==> config.mk <==
export PLATFORM = sky130hd
export DESIGN_NAME = usb_cdc_endp_router
export DESIGN_NICKNAME = d
export VERILOG_FILES = /design/src/rtl/usb_cdc_endp_router.sv
export SDC_FILE = /design/constraint.sdc
export NUM_CORES = 1
export LEC_CHECK = 0
export BUFFER_PORTS_ARGS = -buffer_cell sky130_fd_sc_hd__clkbuf_2
export CAP_MARGIN = 20
export CORE_MARGIN = 8
export CORE_UTILIZATION = 30
export DETAILED_ROUTE_END_ITERATION = 8
export GPL_TIMING_DRIVEN = 0
export PLACE_DENSITY_LB_ADDON = 0.3
export SLEW_MARGIN = 20
export SYNTH_ARGS = -nofsm -noshare
export SYNTH_HDL_FRONTEND = slang
export SYNTH_SLANG_ARGS = --single-unit
==> constraint.sdc <==
create_clock -name clk_i -period 1.8 [get_ports clk_i]
set_clock_uncertainty 0.1 [all_clocks]
set_input_delay 0.18 -clock clk_i [delete_from_list [all_inputs] [get_ports clk_i]]
set_output_delay 0.18 -clock clk_i [all_outputs]
set_load 0.01 [all_outputs]
==> src/rtl/usb_cdc_endp_router.sv <==
// rtl/usb_cdc_endp_router.sv - SIE endpoint router for one control endpoint plus CHANNELS CDC-ACM channels.
// Optional SERIAL_STATE notifier on the interrupt endpoints: define USB_CDC_NOTIFY_EN.
module usb_cdc_endp_router #(
    parameter int CHANNELS     = 2,
    parameter int CTRL_IF_BASE = 0
) (
    input  logic                    clk_i,
    input  logic                    rstn_i,
    input  logic                    usb_reset_i,
    input  logic [3:0]              endp_i,
    input  logic                    in_req_i,
    input  logic                    in_ready_i,
    input  logic                    out_ready_i,
    output logic [7:0]              in_data_o,
    output logic                    in_valid_o,
    output logic                    in_zlp_o,
    output logic                    out_nak_o,
    output logic                    stall_o,
    input  logic [7:0]              ctrl_in_data_i,
    input  logic                    ctrl_in_valid_i,
    input  logic                    ctrl_in_zlp_i,
    input  logic                    ctrl_stall_i,
    output logic                    ctrl_in_req_o,
    output logic                    ctrl_in_ready_o,
    output logic                    ctrl_out_ready_o,
    input  logic [8*CHANNELS-1:0]   bulk_in_data_i,
    input  logic [CHANNELS-1:0]     bulk_in_valid_i,
    input  logic [CHANNELS-1:0]     bulk_out_nak_i,
    output logic [CHANNELS-1:0]     bulk_in_req_o,
    output logic [CHANNELS-1:0]     bulk_in_ready_o,
    output logic [CHANNELS-1:0]     bulk_out_ready_o,
    input  logic                    halt_set_i,
    input  logic                    halt_clr_i,
    input  logic [3:0]              halt_endp_i,
    output logic [2*CHANNELS-1:0]   halt_o,
    input  logic [7*CHANNELS-1:0]   line_state_i
);

    localparam int         CW      = (CHANNELS > 1) ? $clog2(CHANNELS) : 1;
    localparam int         HW      = $clog2(2 * CHANNELS);
    localparam logic [3:0] LAST_EP = 4'(2 * CHANNELS);

    logic [3:0]            w_ep_idx;
    logic [CW-1:0]         w_ch_sel;
    logic                  w_is_ctrl;
    logic                  w_is_bulk;
    logic                  w_is_intr;
    logic                  w_halted;
    logic [3:0]            w_hep_idx;
    logic                  w_hep_mapped;
    logic [2*CHANNELS-1:0] r_halt;
    logic [7:0]            w_bulk_data;
    logic                  w_bulk_valid;
    logic                  w_bulk_nak;
    logic [7:0]            w_ntf_data;
    logic                  w_ntf_valid;
    logic                  w_unused;

    // Endpoint e maps to halt bit e-1 and channel (e-1)/2.
    assign w_ep_idx  = endp_i - 4'd1;
    assign w_ch_sel  = w_ep_idx[CW:1];
    assign w_is_ctrl = (endp_i == 4'd0);
    assign w_is_bulk = endp_i[0] && (endp_i <= LAST_EP);
    assign w_is_intr = !endp_i[0] && !w_is_ctrl && (endp_i <= LAST_EP);
    assign w_halted  = (w_is_bulk || w_is_intr) && r_halt[w_ep_idx[HW-1:0]];

    assign w_hep_idx    = halt_endp_i - 4'd1;
    assign w_hep_mapped = (halt_endp_i != 4'd0) && (halt_endp_i <= LAST_EP);
    assign w_unused     = ^{w_ep_idx, w_hep_idx};

    // Clear is applied after set so a simultaneous pair leaves the bit cleared.
    always_ff @(posedge clk_i or negedge rstn_i) begin
        if (!rstn_i) begin
            r_halt <= '0;
        end else if (usb_reset_i) begin
            r_halt <= '0;
        end else if (w_hep_mapped) begin
            if (halt_set_i) r_halt[w_hep_idx[HW-1:0]] <= 1'b1;
            if (halt_clr_i) r_halt[w_hep_idx[HW-1:0]] <= 1'b0;
        end
    end

    assign halt_o = r_halt;

    assign ctrl_in_req_o    = in_req_i    && w_is_ctrl;
    assign ctrl_in_ready_o  = in_ready_i  && w_is_ctrl;
    assign ctrl_out_ready_o = out_ready_i && w_is_ctrl;

    always_comb begin
        bulk_in_req_o    = '0;
        bulk_in_ready_o  = '0;
        bulk_out_ready_o = '0;
        w_bulk_data      = '0;
        w_bulk_valid     = 1'b0;
        w_bulk_nak       = 1'b0;
        for (int k = 0; k < CHANNELS; k++) begin
            if (w_ch_sel == CW'(k)) begin
                w_bulk_data  = bulk_in_data_i[8*k +: 8];
                w_bulk_valid = bulk_in_valid_i[k];
                w_bulk_nak   = bulk_out_nak_i[k];
                bulk_in_req_o[k]    = in_req_i    && w_is_bulk && !w_halted;
                bulk_in_ready_o[k]  = in_ready_i  && w_is_bulk && !w_halted;
                bulk_out_ready_o[k] = out_ready_i && w_is_bulk && !w_halted;
            end
        end
    end

    always_comb begin
        in_data_o  = 8'h00;
        in_valid_o = 1'b0;
        in_zlp_o   = 1'b0;
        stall_o    = 1'b0;
        out_nak_o  = 1'b1;
        if (w_is_ctrl) begin
            in_data_o  = ctrl_in_data_i;
            in_valid_o = ctrl_in_valid_i;
            in_zlp_o   = ctrl_in_zlp_i;
            stall_o    = ctrl_stall_i;
            out_nak_o  = 1'b0;
        end else if (w_is_bulk) begin
            in_data_o  = w_bulk_data;
            in_valid_o = w_bulk_valid;
            stall_o    = w_halted;
            out_nak_o  = w_bulk_nak;
        end else if (w_is_intr) begin
            in_data_o  = w_ntf_data;
            in_valid_o = w_ntf_valid;
            stall_o    = w_halted;
        end
    end

`ifdef USB_CDC_NOTIFY_EN
    typedef enum logic {S_IDLE = 1'b0, S_SEND = 1'b1} state_t;

    state_t                r_state;
    state_t                w_next;
    logic [6:0]            r_snapshot;
    logic [3:0]            r_idx;
    logic [CW-1:0]         r_chan;
    logic [7*CHANNELS-1:0] r_sent;
    logic [6:0]            w_line_sel;
    logic [6:0]            w_sent_sel;
    logic                  w_same;
    logic                  w_start;
    logic                  w_retry;
    logic                  w_abort;
    logic                  w_adv;
    logic                  w_last;
    logic [7:0]            w_windex;

    always_comb begin
        w_line_sel = '0;
        w_sent_sel = '0;
        for (int k = 0; k < CHANNELS; k++) begin
            if (w_ch_sel == CW'(k)) begin
                w_line_sel = line_state_i[7*k +: 7];
                w_sent_sel = r_sent[7*k +: 7];
            end
        end
    end

    // in_req_i outranks in_ready_i; any token elsewhere abandons the transfer.
    assign w_same  = w_is_intr && (w_ch_sel == r_chan);
    assign w_start = (r_state == S_IDLE) && in_req_i && w_is_intr && !w_halted
                     && (w_line_sel != w_sent_sel);
    assign w_retry = (r_state == S_SEND) && in_req_i && w_same && !w_halted;
    assign w_abort = (r_state == S_SEND) && (in_req_i || out_ready_i) && !w_same;
    assign w_adv   = (r_state == S_SEND) && in_ready_i && !in_req_i && w_same && !w_halted;
    assign w_last  = w_adv && (r_idx == 4'd9);

    always_ff @(posedge clk_i or negedge rstn_i) begin
        if (!rstn_i) begin
            r_state <= S_IDLE;
        end else if (usb_reset_i) begin
            r_state <= S_IDLE;
        end else begin
            r_state <= w_next;
        end
    end

    always_comb begin
        w_next = r_state;
        case (r_state)
            S_IDLE:  if (w_start) w_next = S_SEND;
            S_SEND:  if (w_abort || w_last) w_next = S_IDLE;
            default: w_next = S_IDLE;
        endcase
    end

    always_ff @(posedge clk_i or negedge rstn_i) begin
        if (!rstn_i) begin
            r_snapshot <= '0;
            r_idx      <= '0;
            r_chan     <= '0;
            r_sent     <= '0;
        end else if (usb_reset_i) begin
            r_idx  <= '0;
            r_sent <= '0;
        end else if (w_start) begin
            r_snapshot <= w_line_sel;
            r_chan     <= w_ch_sel;
            r_idx      <= '0;
        end else if (w_retry) begin
            r_idx <= '0;
        end else if (w_adv) begin
            if (w_last) begin
                r_idx <= '0;
                for (int k = 0; k < CHANNELS; k++) begin
                    if (r_chan == CW'(k)) r_sent[7*k +: 7] <= r_snapshot;
                end
            end else begin
                r_idx <= r_idx + 4'd1;
            end
        end
    end

    assign w_windex = 8'(CTRL_IF_BASE + 2 * int'(r_chan));

    always_comb begin
        w_ntf_valid = (r_state == S_SEND) && w_same;
        case (r_idx)
            4'd0:    w_ntf_data = 8'hA1;
            4'd1:    w_ntf_data = 8'h20;
            4'd4:    w_ntf_data = w_windex;
            4'd6:    w_ntf_data = 8'h02;
            4'd8:    w_ntf_data = {1'b0, r_snapshot};
            default: w_ntf_data = 8'h00;
        endcase
    end
`else
    logic w_unused_line;

    assign w_ntf_valid   = 1'b0;
    assign w_ntf_data    = 8'h00;
    assign w_unused_line = ^line_state_i;
`endif

endmodule

# Word-level counts from Yosys, hierarchy flattened

Cells that the tools add are included.

Register bits: 4
Logic and storage cells: 62

$add $sub $neg: 2
Magnitude comparators: 5
Multiplexer cells: 29
Bitwise gates (word level): 3
Reduce and logical (&&, ||, !) cells: 22

Operator list:

| cell                                                                             | number |
|---|---|
| 4-bit two-way mux                                                                | 6 |
| 8-bit two-way mux                                                                | 3 |
| 1-bit two-way mux                                                                | 18 |
| 1-bit logical AND                                                                | 15 |
| 4-bit by 3-bit less-or-equal comparator with 1-bit output, second input constant | 2 |
| 2-bit by 3-bit < comparator with 1-bit output, second input constant             | 2 |
| 4-bit bitwise AND                                                                | 1 |
| 4-bit zero test                                                                  | 1 |
| 4-bit inverter                                                                   | 1 |
| 4-bit bitwise OR                                                                 | 1 |
| 4-bit nonzero test                                                               | 1 |
| 2-bit by 1-bit subtractor with 2-bit output, second input constant               | 2 |
| 1-bit zero test                                                                  | 3 |
| 1-bit binary-select mux with 2-bit select                                        | 1 |
| 1-bit demux with 2-bit select                                                    | 1 |
| 2-bit by 1-bit >= comparator with 1-bit output, second input constant            | 1 |
| 2-bit nonzero test                                                               | 1 |
| 1-bit logical OR                                                                 | 1 |

# Logic depth before layout (Yosys ltp)

Word-level depth: 13
Depth in mapped cells: 6
Mapped depth without buffers: 5

# Worst setup path before layout

OpenSTA, ideal clock, no wires.

Path type: input -> output
Start point: input port endp_i[0]
End point: output port in_data_o[0]
Arrival: 1.294 ns
Data required time: 1.520 ns
Path slack: 0.226 ns
Stages on the path: 6
Path buffers: 1
Cells stage by stage: inv_1 -> ha_1 -> nor3b_2 -> or3_1 -> buf_6 -> o21ai_2

Cells in the longest elaborated chain, start to end: 4
Elaborated cells between the ends (all ways): 7

RTL lines:

| element                                                                                                                  | line   | text |
|---|---|---|
| start: declaration                                                                                                       | 10     | `input logic [3:0] endp_i,` |
| 4-bit by 3-bit less-or-equal comparator with 1-bit output or 2-bit by 1-bit subtractor with 2-bit output (tied branches) | 63, 60 |  |
| 1-bit logical AND or 8-bit two-way mux (tied branches)                                                                   | 63, 97 |  |
| 8-bit two-way mux                                                                                                        | 120    | `end else if (w_is_bulk) begin` |
| 8-bit two-way mux *                                                                                                      | 114    | `if (w_is_ctrl) begin` |
| end: declaration                                                                                                         | 14     | `output logic [7:0] in_data_o,` |

Mark *: on every way between the ends. The rest lies on a longest branch, timed or not.

# Final worst setup path

Start point: input port endp_i[0]
End point: output port in_data_o[6]

Same word-level chain as after synthesis.

==> flow_summary.json <==
{
  "worstSetupStartpointType": "input port",
  "register_area_um2": 100,
  "pin_count": 86,
  "dp_slack_ps": -118,
  "grt_pass1_vias": 979,
  "reg2reg_from": "halt_o[3]$_DFFE_PN0P_",
  "antenna_cells": 0,
  "cellPowerDensity_nw_per_um2": 372,
  "fmax_mhz": 578,
  "track_usage": 0.137,
  "setup.worst_path.class": "input port to output pin",
  "mappedNetlistArea_um2": 614,
  "min_from": "usb_reset_i",
  "yosys_warnings": 0,
  "grt_pass1_wl_mm": 3.93,
  "p_total_uw": 409,
  "h-tree-depth": 1,
  "drt-vias-per-instance": 4.94,
  "leakage_nw": 0.634,
  "synth.avg_cell_area_um2": 8.19,
  "layout_common_cells": "68 x clkbuf_2, 11 x mux2i_1, 10 x nand2_1",
  "finalSetupViolations": 0,
  "first_pass_iters": 6,
  "utilization": 0.565,
  "r2r_end": "halt_o[3]$_DFFE_PN0P_",
  "cts.path.max_buffers": 2,
  "seq_area_frac_synth": 0.163,
  "start_util": 0.316,
  "status": "complete, no violations",
  "root_buffer": "clkbuf_4",
  "synthDistinctLibCells": 23,
  "die_h_um": 61.3,
  "grt_overflow_total": 0,
  "fillCellCount": 204,
  "min_period_ps": 1730,
  "tightest_slew_ps": 494,
  "hold_class": "input port to flop",
  "antenna_left": 0,
  "worst-r2r-setup-slack_ps": 880,
  "row_count": 16,
  "cts_buffers": 3,
  "fin_crit_sh": 0.962,
  "grt_max_degree": 11,
  "end_kind": "output pin",
  "timing.slew.headroom": 0.666,
  "rsz0062_at_grt": "false",
  "drt_wl_total_mm": 2.69,
  "num_vias": 884,
  "drt_iter0_drc": 26,
  "hold_end": "halt_o[2]$_DFFE_PN0P_",
  "peakVddDrop_mv": 0.469,
  "synth_nets": 138,
  "hold_depth": 2,
  "io_buffer_count": 71,
  "final_layout_size_suffix_gt1_frac": 0.612,
  "cts_tree": "done",
  "final_common_cell": "clkbuf_2",
  "nets": 217,
  "antenna_found_initial": 0,
  "syn_to_final_growth_pct": 78.6,
  "path_clk_slew_ps": 40,
  "multi_input_area_um2": 510,
  "gp_congestion": 0.711,
  "worstPathMaxFanout": 8,
  "synth_cells": 75,
  "wl_per_cell_um": 15.0,
  "largest_reg_flops": 4,
  "hold_viol_final": 0,
  "worst_slack_ps": 68.4,
  "ys_ff_latch": 4,
  "dp_hpwl_mm": 2.39,
  "holdWs_ps": 52.5,
  "cp.required_ps": 1520,
  "die_area_um2": 3750,
  "tns_ps": 0,
  "clock-sinks": 4,
  "clk_latency_ps": 240,
  "critPathArrivalTime_ps": 1450,
  "route.detailed.drc": 0,
  "core_um2": 1940,
  "slew_violations": 0,
  "die_w_um": 61.3,
  "max_cap_viol_count": 0,
  "ff2ff_path_depth": 2
}
per-layer routing:
metal | track usage | part of all wire
met1 | 0.114 | 0.34
met2 | 0.257 | 0.49
met3 | 0.0668 | 0.16
met5 | 0 | 0
met4 | 0.0731 | 0.021
cell type report:
type                    instances  share of cell area
multi-input cells              65               0.465
flip-flops and latches          4              0.0912
plain buffers                   3              0.0274
repair buffers                 74               0.355
well taps                      27              0.0308
clock buffers                   3              0.0205
inverters                       3              0.0103
worst max-delay path by stage:
| stage | startpoint | end | slack [ps] | cells after the start |
|---|---|---|---|---|
| 2_1_floorplan | endp_i[0] | in_data_o[0] | 230 | 6 |
| 3_3_place_gp | endp_i[0] | in_data_o[2] | -70 | 8 |
| 3_5_place_dp | endp_i[0] | in_data_o[7] | -120 | 8 |
| 4_1_cts | endp_i[0] | in_data_o[3] | 20 | 8 |
| 5_1_grt | endp_i[0] | in_data_o[3] | 1 | 7 |
| 6_report | endp_i[0] | in_data_o[6] | 70 | 8 |
through the flow:
step                area (µm²)  cells
floorplan                  614     75
global placement          1000    173
detailed placement        1000    173
CTS                       1060    177
global route              1100    179
finish                    1100    179
cell usage after synthesis:
| library cell | instances | area share |
|---|---|---|
| inv_1 | 3 | 0.018 |
| buf_2 | 1 | 0.0081 |
| and4bb_2 | 1 | 0.020 |
| buf_6 | 1 | 0.018 |
| and3_1 | 6 | 0.061 |
| or3_1 | 1 | 0.010 |
| dfrtp_1 | 4 | 0.16 |
| a211oi_1 | 5 | 0.061 |
| ha_1 | 2 | 0.041 |
| o31ai_1 | 1 | 0.012 |
| o41ai_1 | 1 | 0.014 |
| nor2b_1 | 1 | 0.010 |
| and2_1 | 6 | 0.061 |
| nand2_1 | 10 | 0.061 |
| o21ai_2 | 8 | 0.11 |
| mux2i_1 | 11 | 0.18 |
| a21oi_1 | 5 | 0.041 |
| buf_4 | 1 | 0.012 |
| nor3b_2 | 1 | 0.020 |
| nor4b_1 | 3 | 0.043 |
| a211o_1 | 1 | 0.014 |
| nor2_1 | 1 | 0.0061 |
| nand2b_1 | 1 | 0.010 |
critical path: stages:
cell and delay, ps:
clkbuf_8 110, inv_2 50, ha_4 160, nor3b_4 160, or3_1 360, buf_6 160
o21ai_2 130, clkbuf_2 140
timing repair:
item	4_1_cts	5_1_grt
endpoints found under the hold margin	4	0
gates resized for setup	5	6
hold buffers	1	0
pin swaps	1	1
setup buffers	0	2
cloned	0	0
setup endpoints to repair	13	10
logic make-up (layout without fill, tap and decap cells):
| family | after synthesis | after routing | synth area share |
|---|---|---|---|
| adder cells (fa/ha/maj) | 2 | 2 | 0.0407 |
| buffers and inverters | 6 | 83 | 0.0570 |
| AND/OR/NAND/NOR | 31 | 31 | 0.303 |
| AO/OA/AOI/OAI | 21 | 21 | 0.257 |
| multiplexers | 11 | 11 | 0.179 |
| flip-flops | 4 | 4 | 0.163 |
power breakdown:
group | switching (mW) | total [mW] | leakage (nW) | internal, mW
combinational | 0.0987 | 0.201 | 0.565 | 0.103
clock | 0.0388 | 0.113 | 0.0138 | 0.0747
sequential | 0.00167 | 0.0939 | 0.0555 | 0.0923
Note: power is estimated with default switching activity, not from simulation.
